**src/rtl/fetch_pkg.sv**
```systemverilog
// Shared types for the instruction fetch stage: FSM states, instruction word and
// the prefetch buffer entry.
package fetch_pkg;

    typedef enum logic [1:0] {
        BOOT  = 2'd0,
        RUN   = 2'd1,
        FLUSH = 2'd2,
        HALT  = 2'd3
    } fetch_state_e;

    typedef logic [15:0] instr_t;

    localparam instr_t NOP_INSTR = 16'h000F;

    typedef struct packed {
        instr_t      instr;
        logic [31:0] pc;
    } fetch_entry_t;

endpackage

```
**src/rtl/fetch_if.sv**
```systemverilog
// Instruction memory bus: pipelined request/grant with in-order rvalid responses.
interface fetch_if;
    import fetch_pkg::*;

    logic        req;
    logic [31:0] addr;
    logic        gnt;
    logic        rvalid;
    instr_t      rdata;

    modport master (output req, addr, input gnt, rvalid, rdata);
    modport slave  (input req, addr, output gnt, rvalid, rdata);
endinterface

```
**src/rtl/fetch_fifo.sv**
```systemverilog
// Prefetch buffer for fetched {instr, pc} entries; flush wins over push.
module fetch_fifo
    import fetch_pkg::*;
#(
    parameter int unsigned DEPTH = 2
) (
    input  logic                   clk_i,
    input  logic                   rst_ni,
    input  logic                   flush_i,
    input  logic                   push_i,
    input  fetch_entry_t           wdata_i,
    input  logic                   pop_i,
    output fetch_entry_t           rdata_o,
    output logic [$clog2(DEPTH):0] count_o,
    output logic                   empty_o,
    output logic                   full_o
);
    localparam int unsigned PW = $clog2(DEPTH);

    fetch_entry_t  mem_q [DEPTH];
    fetch_entry_t  mem_d [DEPTH];
    logic [PW-1:0] wr_ptr_q, wr_ptr_d;
    logic [PW-1:0] rd_ptr_q, rd_ptr_d;
    logic [PW:0]   count_q, count_d;

    always_comb begin
        mem_d    = mem_q;
        wr_ptr_d = wr_ptr_q;
        rd_ptr_d = rd_ptr_q;
        count_d  = count_q;
        if (flush_i) begin
            wr_ptr_d = '0;
            rd_ptr_d = '0;
            count_d  = '0;
        end else begin
            if (push_i) begin
                mem_d[wr_ptr_q] = wdata_i;
                wr_ptr_d        = wr_ptr_q + PW'(1);
            end
            if (pop_i) begin
                rd_ptr_d = rd_ptr_q + PW'(1);
            end
            if (push_i && !pop_i) begin
                count_d = count_q + (PW+1)'(1);
            end else if (!push_i && pop_i) begin
                count_d = count_q - (PW+1)'(1);
            end
        end
    end

    always_ff @(posedge clk_i or negedge rst_ni) begin
        if (!rst_ni) begin
            mem_q    <= '{default: '0};
            wr_ptr_q <= '0;
            rd_ptr_q <= '0;
            count_q  <= '0;
        end else begin
            mem_q    <= mem_d;
            wr_ptr_q <= wr_ptr_d;
            rd_ptr_q <= rd_ptr_d;
            count_q  <= count_d;
        end
    end

    assign rdata_o = mem_q[rd_ptr_q];
    assign count_o = count_q;
    assign empty_o = (count_q == '0);
    assign full_o  = (count_q == (PW+1)'(DEPTH));
endmodule

```
**src/rtl/fetch_stage.sv**
```systemverilog
// Instruction fetch stage feeding decode from a pipelined imem bus.
// Optional FETCH_PERF_CNT_EN adds fetched/stall/flush performance counters.
module fetch_stage
    import fetch_pkg::*;
#(
    parameter logic [31:0] RESET_PC   = 32'h0000_0000,
    parameter int unsigned FIFO_DEPTH = 2
) (
    input  logic        clk_i,
    input  logic        rst_ni,
    fetch_if.master     imem,
    input  logic        stall_i,
    input  logic        branch_i,
    input  logic [31:0] branch_target_i,
    input  logic        end_program_i,
    output instr_t      instr_o,
    output logic        instr_en_o,
    output logic [31:0] programm_counter_o,
    output logic [31:0] next_programm_counter_o,
    output logic        halted_o
`ifdef FETCH_PERF_CNT_EN
    ,
    output logic [31:0] perf_fetched_o,
    output logic [31:0] perf_stall_o,
    output logic [31:0] perf_flush_o
`endif
);
    localparam int unsigned CW = $clog2(FIFO_DEPTH) + 1;

    fetch_state_e  state_q, state_d;
    logic [31:0]   fetch_pc_q, fetch_pc_d;
    logic [31:0]   resp_pc_q, resp_pc_d;
    logic [CW-1:0] outst_q, outst_d;
    logic [CW-1:0] discard_q, discard_d;
    instr_t        instr_q, instr_d;
    logic          instr_en_q, instr_en_d;
    logic [31:0]   pc_q, pc_d;
    logic [31:0]   npc_q, npc_d;

    logic [CW-1:0] fifo_count;
    logic          fifo_empty, fifo_full, fifo_push, fifo_pop, fifo_flush;
    fetch_entry_t  fifo_wdata, fifo_rdata, out_entry;
    logic          req, grant, rsp_keep, branch_take, halting, pop_valid;
    logic [CW:0]   occupancy;

    always_comb begin
        halting     = end_program_i || (state_q == HALT);
        branch_take = branch_i && !halting;
        occupancy   = {1'b0, outst_q} + {1'b0, fifo_count};
        req         = ((state_q == RUN) || (state_q == FLUSH)) && !branch_i
                      && (occupancy < (CW+1)'(FIFO_DEPTH));
        grant       = req && imem.gnt;
        rsp_keep    = imem.rvalid && (discard_q == '0) && !halting && !branch_take;
        fifo_wdata  = '{instr: imem.rdata, pc: resp_pc_q};
        fifo_flush  = branch_take || halting;

        // An empty buffer lets a fresh response go straight to the decode register.
        fifo_push  = rsp_keep;
        fifo_pop   = 1'b0;
        pop_valid  = 1'b0;
        out_entry  = fifo_rdata;
        instr_d    = instr_q;
        instr_en_d = instr_en_q;
        pc_d       = pc_q;
        npc_d      = npc_q;
        if (halting || branch_take) begin
            instr_en_d = 1'b0;
            instr_d    = NOP_INSTR;
        end else if (!stall_i) begin
            if (!fifo_empty) begin
                fifo_pop  = 1'b1;
                pop_valid = 1'b1;
            end else if (rsp_keep) begin
                fifo_push = 1'b0;
                pop_valid = 1'b1;
                out_entry = fifo_wdata;
            end
            if (pop_valid) begin
                instr_en_d = 1'b1;
                instr_d    = out_entry.instr;
                pc_d       = out_entry.pc;
                npc_d      = out_entry.pc + 32'd2;
            end else begin
                instr_en_d = 1'b0;
                instr_d    = NOP_INSTR;
            end
        end

        outst_d = outst_q;
        if (grant && !imem.rvalid) begin
            outst_d = outst_q + CW'(1);
        end else if (!grant && imem.rvalid) begin
            outst_d = outst_q - CW'(1);
        end

        // Every request still in flight at a branch belongs to the old path.
        discard_d = discard_q;
        if (branch_take) begin
            discard_d = outst_q - (imem.rvalid ? CW'(1) : '0);
        end else if (imem.rvalid && (discard_q != '0)) begin
            discard_d = discard_q - CW'(1);
        end

        resp_pc_d  = resp_pc_q;
        fetch_pc_d = fetch_pc_q;
        if (branch_take) begin
            resp_pc_d  = branch_target_i & ~32'h1;
            fetch_pc_d = branch_target_i & ~32'h1;
        end else begin
            if (rsp_keep) resp_pc_d = resp_pc_q + 32'd2;
            if (grant) fetch_pc_d = fetch_pc_q + 32'd2;
        end

        state_d = state_q;
        if (end_program_i) begin
            state_d = HALT;
        end else begin
            case (state_q)
                BOOT:  state_d = RUN;
                RUN:   if (branch_take && (outst_q != '0)) state_d = FLUSH;
                FLUSH: if (!(branch_take && (outst_q != '0)) && (discard_d == '0)) state_d = RUN;
                HALT:  state_d = HALT;
                default: state_d = BOOT;
            endcase
        end
    end

    always_ff @(posedge clk_i or negedge rst_ni) begin
        if (!rst_ni) begin
            state_q    <= BOOT;
            fetch_pc_q <= RESET_PC;
            resp_pc_q  <= RESET_PC;
            outst_q    <= '0;
            discard_q  <= '0;
            instr_q    <= NOP_INSTR;
            instr_en_q <= 1'b0;
            pc_q       <= '0;
            npc_q      <= '0;
        end else begin
            state_q    <= state_d;
            fetch_pc_q <= fetch_pc_d;
            resp_pc_q  <= resp_pc_d;
            outst_q    <= outst_d;
            discard_q  <= discard_d;
            instr_q    <= instr_d;
            instr_en_q <= instr_en_d;
            pc_q       <= pc_d;
            npc_q      <= npc_d;
        end
    end

    fetch_fifo #(
        .DEPTH (FIFO_DEPTH)
    ) u_fifo (
        .clk_i   (clk_i),
        .rst_ni  (rst_ni),
        .flush_i (fifo_flush),
        .push_i  (fifo_push),
        .wdata_i (fifo_wdata),
        .pop_i   (fifo_pop),
        .rdata_o (fifo_rdata),
        .count_o (fifo_count),
        .empty_o (fifo_empty),
        .full_o  (fifo_full)
    );

    a_no_push_when_full: assert property (@(posedge clk_i) disable iff (!rst_ni)
        !(fifo_push && fifo_full && !fifo_flush && !fifo_pop));

    assign imem.req                = req;
    assign imem.addr               = fetch_pc_q;
    assign instr_o                 = instr_q;
    assign instr_en_o              = instr_en_q;
    assign programm_counter_o      = pc_q;
    assign next_programm_counter_o = npc_q;
    assign halted_o                = (state_q == HALT);

`ifdef FETCH_PERF_CNT_EN
    logic [31:0] perf_fetched_q, perf_fetched_d;
    logic [31:0] perf_stall_q, perf_stall_d;
    logic [31:0] perf_flush_q, perf_flush_d;

    always_comb begin
        perf_fetched_d = perf_fetched_q + 32'(pop_valid);
        perf_stall_d   = perf_stall_q + 32'(stall_i && !fifo_empty);
        perf_flush_d   = perf_flush_q + 32'(branch_take);
    end

    always_ff @(posedge clk_i or negedge rst_ni) begin
        if (!rst_ni) begin
            perf_fetched_q <= '0;
            perf_stall_q   <= '0;
            perf_flush_q   <= '0;
        end else begin
            perf_fetched_q <= perf_fetched_d;
            perf_stall_q   <= perf_stall_d;
            perf_flush_q   <= perf_flush_d;
        end
    end

    assign perf_fetched_o = perf_fetched_q;
    assign perf_stall_o   = perf_stall_q;
    assign perf_flush_o   = perf_flush_q;
`endif
endmodule

```
**src/flat_wrapper.sv**
```systemverilog
// flat-port wrapper written by rule: the top's interface ports become plain ports
module fetch_stage_flat import fetch_pkg::*;
#(
    parameter logic [31:0] RESET_PC   = 32'h0000_0000,
    parameter int unsigned FIFO_DEPTH = 2
)
  (clk_i, rst_ni, stall_i, branch_i, branch_target_i, end_program_i, instr_o, instr_en_o, programm_counter_o, next_programm_counter_o, halted_o, imem_req, imem_addr, imem_gnt, imem_rvalid, imem_rdata);
  fetch_if imem_i ();
  input  logic clk_i;
  input  logic rst_ni;
  input  logic stall_i;
  input  logic branch_i;
  input  logic [31:0] branch_target_i;
  input  logic end_program_i;
  output instr_t instr_o;
  output logic instr_en_o;
  output logic [31:0] programm_counter_o;
  output logic [31:0] next_programm_counter_o;
  output logic halted_o;
  output wire logic [$bits(imem_i.req)-1:0] imem_req;
  output wire logic [$bits(imem_i.addr)-1:0] imem_addr;
  input wire logic [$bits(imem_i.gnt)-1:0] imem_gnt;
  input wire logic [$bits(imem_i.rvalid)-1:0] imem_rvalid;
  input wire logic [$bits(imem_i.rdata)-1:0] imem_rdata;
  assign imem_req = imem_i.req;
  assign imem_addr = imem_i.addr;
  assign imem_i.gnt = imem_gnt;
  assign imem_i.rvalid = imem_rvalid;
  assign imem_i.rdata = imem_rdata;
  fetch_stage #(.RESET_PC(RESET_PC), .FIFO_DEPTH(FIFO_DEPTH)) u_core (.clk_i(clk_i), .rst_ni(rst_ni), .imem(imem_i), .stall_i(stall_i), .branch_i(branch_i), .branch_target_i(branch_target_i), .end_program_i(end_program_i), .instr_o(instr_o), .instr_en_o(instr_en_o), .programm_counter_o(programm_counter_o), .next_programm_counter_o(next_programm_counter_o), .halted_o(halted_o));
endmodule
```
**config.mk**
```make
export PLATFORM = sky130hd
export DESIGN_NAME = fetch_stage_flat
export DESIGN_NICKNAME = d
export VERILOG_FILES = /design/src/rtl/fetch_pkg.sv /design/src/rtl/fetch_if.sv /design/src/rtl/fetch_fifo.sv /design/src/rtl/fetch_stage.sv /design/src/flat_wrapper.sv
export SDC_FILE = /design/constraint.sdc
export NUM_CORES = 1
export LEC_CHECK = 0
export CAP_MARGIN = 20
export CORE_MARGIN = 8
export CORE_UTILIZATION = 35
export DETAILED_ROUTE_END_ITERATION = 8
export PLACE_DENSITY = 0.55
export SLEW_MARGIN = 10
export SYNTH_ARGS = -nofsm -noshare
export SYNTH_HDL_FRONTEND = slang
export SYNTH_SLANG_ARGS = --single-unit
```
**constraint.sdc**
```tcl
create_clock -name clk_i -period 3.2 [get_ports clk_i]
set_input_delay 0.48 -clock clk_i [delete_from_list [all_inputs] [get_ports clk_i]]
set_output_delay 0.48 -clock clk_i [all_outputs]
set_load 0.01 [all_outputs]
```
==> impl_metrics.env <==
export IMPL_cts_sinks=245
export IMPL_antenna_found_initial=0
export IMPL_worstPathRequired_ns=3.59
export IMPL_layout_cells_non_filler=1898
export IMPL_hold_class="flip-flop to flip-flop"
export IMPL_finalClockSkew_ns=0.0118
export IMPL_die_width_um=204
export IMPL_synth_distinct_cells=65
export IMPL_die_h_um=204
export IMPL_yosysWarningCount=0
export IMPL_grt_pass1_wl_mm=56.1
export IMPL_synth_edf_count=0
export IMPL_netlist_top_cells_area="dfrtp_1 49%, mux2_2 9.3%, nand2_1 5.3%, a21oi_1 3.9%, mux2i_1 3.8%"
export IMPL_r2r_slack_ns=0.30
export IMPL_area_growth_syn_to_layout_pct=27.6
export IMPL_cts_buffers=28
export IMPL_clk_root_buffer_cell="clkbuf_16"
export IMPL_finalMaxSlewViolations=0
export IMPL_vias_per_cell=5.07
export IMPL_finalSetupTns_ns=0
export IMPL_p_leak_nw=6.71
export IMPL_pin_count=170
export IMPL_crit_fanout=5
export IMPL_route_detailed_drc=0
export IMPL_grt_pass1_vias=9697
export IMPL_final_hold_viol_count=0
export IMPL_ys_flop_type="dfrtp_1"
export IMPL_critPathSlowestCell="fa_1"
export IMPL_placed_cell_area_um2=14800
export IMPL_setup_viol=0
export IMPL_power_density_nw_per_um2=702
export IMPL_tightest_slew_ns=0.782
export IMPL_fin_util_pct=45.5
export IMPL_start_util_pct=35.7
export IMPL_rsz0062_at_grt="no"
export IMPL_cp_top_family="simple AND/OR/NAND/NOR gates"
export IMPL_netlist_top_cells_count="241 x dfrtp_1, 175 x nand2_1, 110 x nor2_1"
export IMPL_end_kind="flip-flop"
export IMPL_fill_cells=3277
export IMPL_drive_above_1_share_pct=16.6
export IMPL_layout_setup_ws_ns=0.304
export IMPL_grt_max_degree=84
export IMPL_ir_drop_uv=414
export IMPL_synthCells=1245
export IMPL_dieArea_um2=41500
export IMPL_cts_tree="yes"
export IMPL_num_antenna_cells=0
export IMPL_grt_overflow_total=0
export IMPL_crit_arrival_ns=3.28
export IMPL_synth_avg_cell_area_um2=9.92
export IMPL_wirelength_mm=34.9
export IMPL_timing_final_crit_share_pct=90.5
export IMPL_final_area_um2=15800
export IMPL_placedCellCount=1845
export IMPL_max_slew_margin_pct=47.6
export IMPL_min_period_ns=2.90
export IMPL_wire_per_inst_um=18.4
export IMPL_clock_path_buffers=3
export IMPL_nets=1489
export IMPL_crit_buf_inv=1
export IMPL_clock_latency_ns=0.54
export IMPL_vias=9629
export IMPL_num_rows=68
export IMPL_ys_seq_area_share_pct=49.7
export IMPL_max_freq_mhz=345
export IMPL_critPathMaxStageDelay_ns=0.48
export IMPL_io_buffers=165
export IMPL_synth_largest_area_cell="dfrtp_1"
export IMPL_detail_route_first_pass_iterations=6
export IMPL_ant_nets=0
export IMPL_hpwl_mm=25.6
export IMPL_coreArea_um2=34600
export IMPL_synth_most_common_cell="dfrtp_1"
export IMPL_worstSetupPathType="flip-flop to flip-flop"
export IMPL_start_kind="flip-flop"
export IMPL_htreeDepth=1
export IMPL_status="completed"
export IMPL_synth_seq_cells=245
export IMPL_holdWs_ns=0.471
export IMPL_grt_use_total_pct=16.6
export IMPL_critical_path_cell_chain="and2_1 -> fa_1 -> nor4_4 -> buf_4 -> nand4_1 -> nor3_2 -> and2_1 -> nand4_1 -> xor2_1 -> a21oi_1"
export IMPL_dp_slack_ns=0.00519
export IMPL_gp_congestion=0.843
export IMPL_power_mw=11.1
export IMPL_drv_cap=0
export IMPL_drtIter0Drc=587
export IMPL_synth_async_reset_ratio_pct=100
export IMPL_netlist_area_leader_share_pct=48.8
export IMPL_clk_pin_slew_ns=0.06
export IMPL_syn_area_um2=12300
==> power by group <==
group	total [mW]	switching, mW	internal [mW]
combinational	3.09	1.51	1.58
clock	3.22	1.29	1.93
sequential	4.76	0.945	3.81
==> worst reg2reg max path: stages (launching register included) <==
cell and delay, ns:
dfrtp_2 0.44, and2_1 0.18, fa_1 0.48, nor4_4 0.36
buf_4 0.17, nand4_1 0.17, nor3_2 0.30, and2_1 0.27
nand4_1 0.14, xor2_1 0.15, a21oi_1 0.08
==> path summary, 6_finish.rpt <==
path / start / end / cells after the start
worst max-delay path: u_core.outst_q[0]$_DFFE_PN0P_ / u_core.imem.addr[18]$_DFFE_PN0P_ / 10
worst min-delay path: u_core.programm_counter_o[20]$_DFFE_PN0P_ / u_core.programm_counter_o[20]$_DFFE_PN0P_ / 2
worst max register to register: u_core.outst_q[0]$_DFFE_PN0P_ / u_core.imem.addr[18]$_DFFE_PN0P_ / 10
worst min register to register: u_core.programm_counter_o[20]$_DFFE_PN0P_ / u_core.programm_counter_o[20]$_DFFE_PN0P_ / 2
max in group asynchronous: rst_ni / u_core.imem.addr[12]$_DFFE_PN0P_ / 3
min in group asynchronous: rst_ni / u_core.u_fifo.mem_q[84]$_DFFE_PN0P_ / 2
==> cell type report <==
class / count / area, um2 / share of cell area [%]
flip-flops and latches: 245 / 6140 / 39.0
multi-input cells: 905 / 5840 / 37.0
repair buffers: 227 / 2230 / 14.1
clock buffers: 41 / 821 / 5.21
well taps: 455 / 569 / 3.61
clock inverters: 10 / 108 / 0.683
inverters: 15 / 56.3 / 0.357
==> flip-flops by register name, summed over array words and instances (netlist names) <==
| signal | count |
|---|---|
| u_core.resp_pc_q | 31 |
| u_core.next_programm_counter_o | 31 |
| u_core.u_fifo.rd_ptr_q | 1 |
| u_core.imem.addr | 31 |
| u_core.programm_counter_o | 31 |
| u_core.instr_o | 16 |
| u_core.u_fifo.wr_ptr_q | 1 |
| u_core.discard_q | 2 |
| u_core.outst_q | 2 |
| u_core.instr_en_o | 1 |
| u_core.u_fifo.mem_q | 94 |
| u_core.u_fifo.count_o | 2 |
| u_core.state_q | 2 |
==> layer usage <==
metal | vias to the layer above | global-route usage [%] | share of wire [%]
met4 | 0 | 3.24 | 1.4
met1 | 4679 | 25.5 | 51
met5 | - | 0 | 0
li1 | 4669 | - | -
met3 | 33 | 3.33 | 6.5
met2 | 248 | 23.8 | 41
==> logic make-up after synthesis <==
group / count (synthesis) / synth area share (%)
compound gates: 238 / 10.9
xor+xnor: 87 / 6.17
fa+ha+maj: 12 / 1.28
buf+inv: 97 / 3.48
flops: 245 / 49.7
mux: 149 / 13.1
other cells: 1 / 0.0304
simple gates: 416 / 15.3
==> placed cells by master, fill, tap and decap left out, drive strengths merged, types with 4 or more instances in the layout <==
cell	synthesis	routed
o211ai	7	7
clkdlybuf4s50	0	163
a311oi	4	4
o21ai	90	90
a21oi	97	97
dfstp	4	4
and3	14	14
and2	10	10
a22oi	7	7
xor2	48	48
nand2b	6	6
mux2i	47	47
nand2	176	176
o22ai	9	9
a21o	5	5
xnor2	39	39
clkbuf	40	41
ha	11	11
nand4	24	24
nand3	40	40
mux2	102	102
inv	15	15
dfrtp	241	241
clkinv	0	5
buf	42	62
nor3	15	15
nor2	112	112
==> repair_timing <==
item	in CTS	in global routing
buffers inserted	0	1
pin swaps	1	1
gates resized for setup	1	2
hold endpoints to repair	79	0
setup endpoints to repair	1	1
hold buffers	1	0
Power figures use the tool's default switching activity.
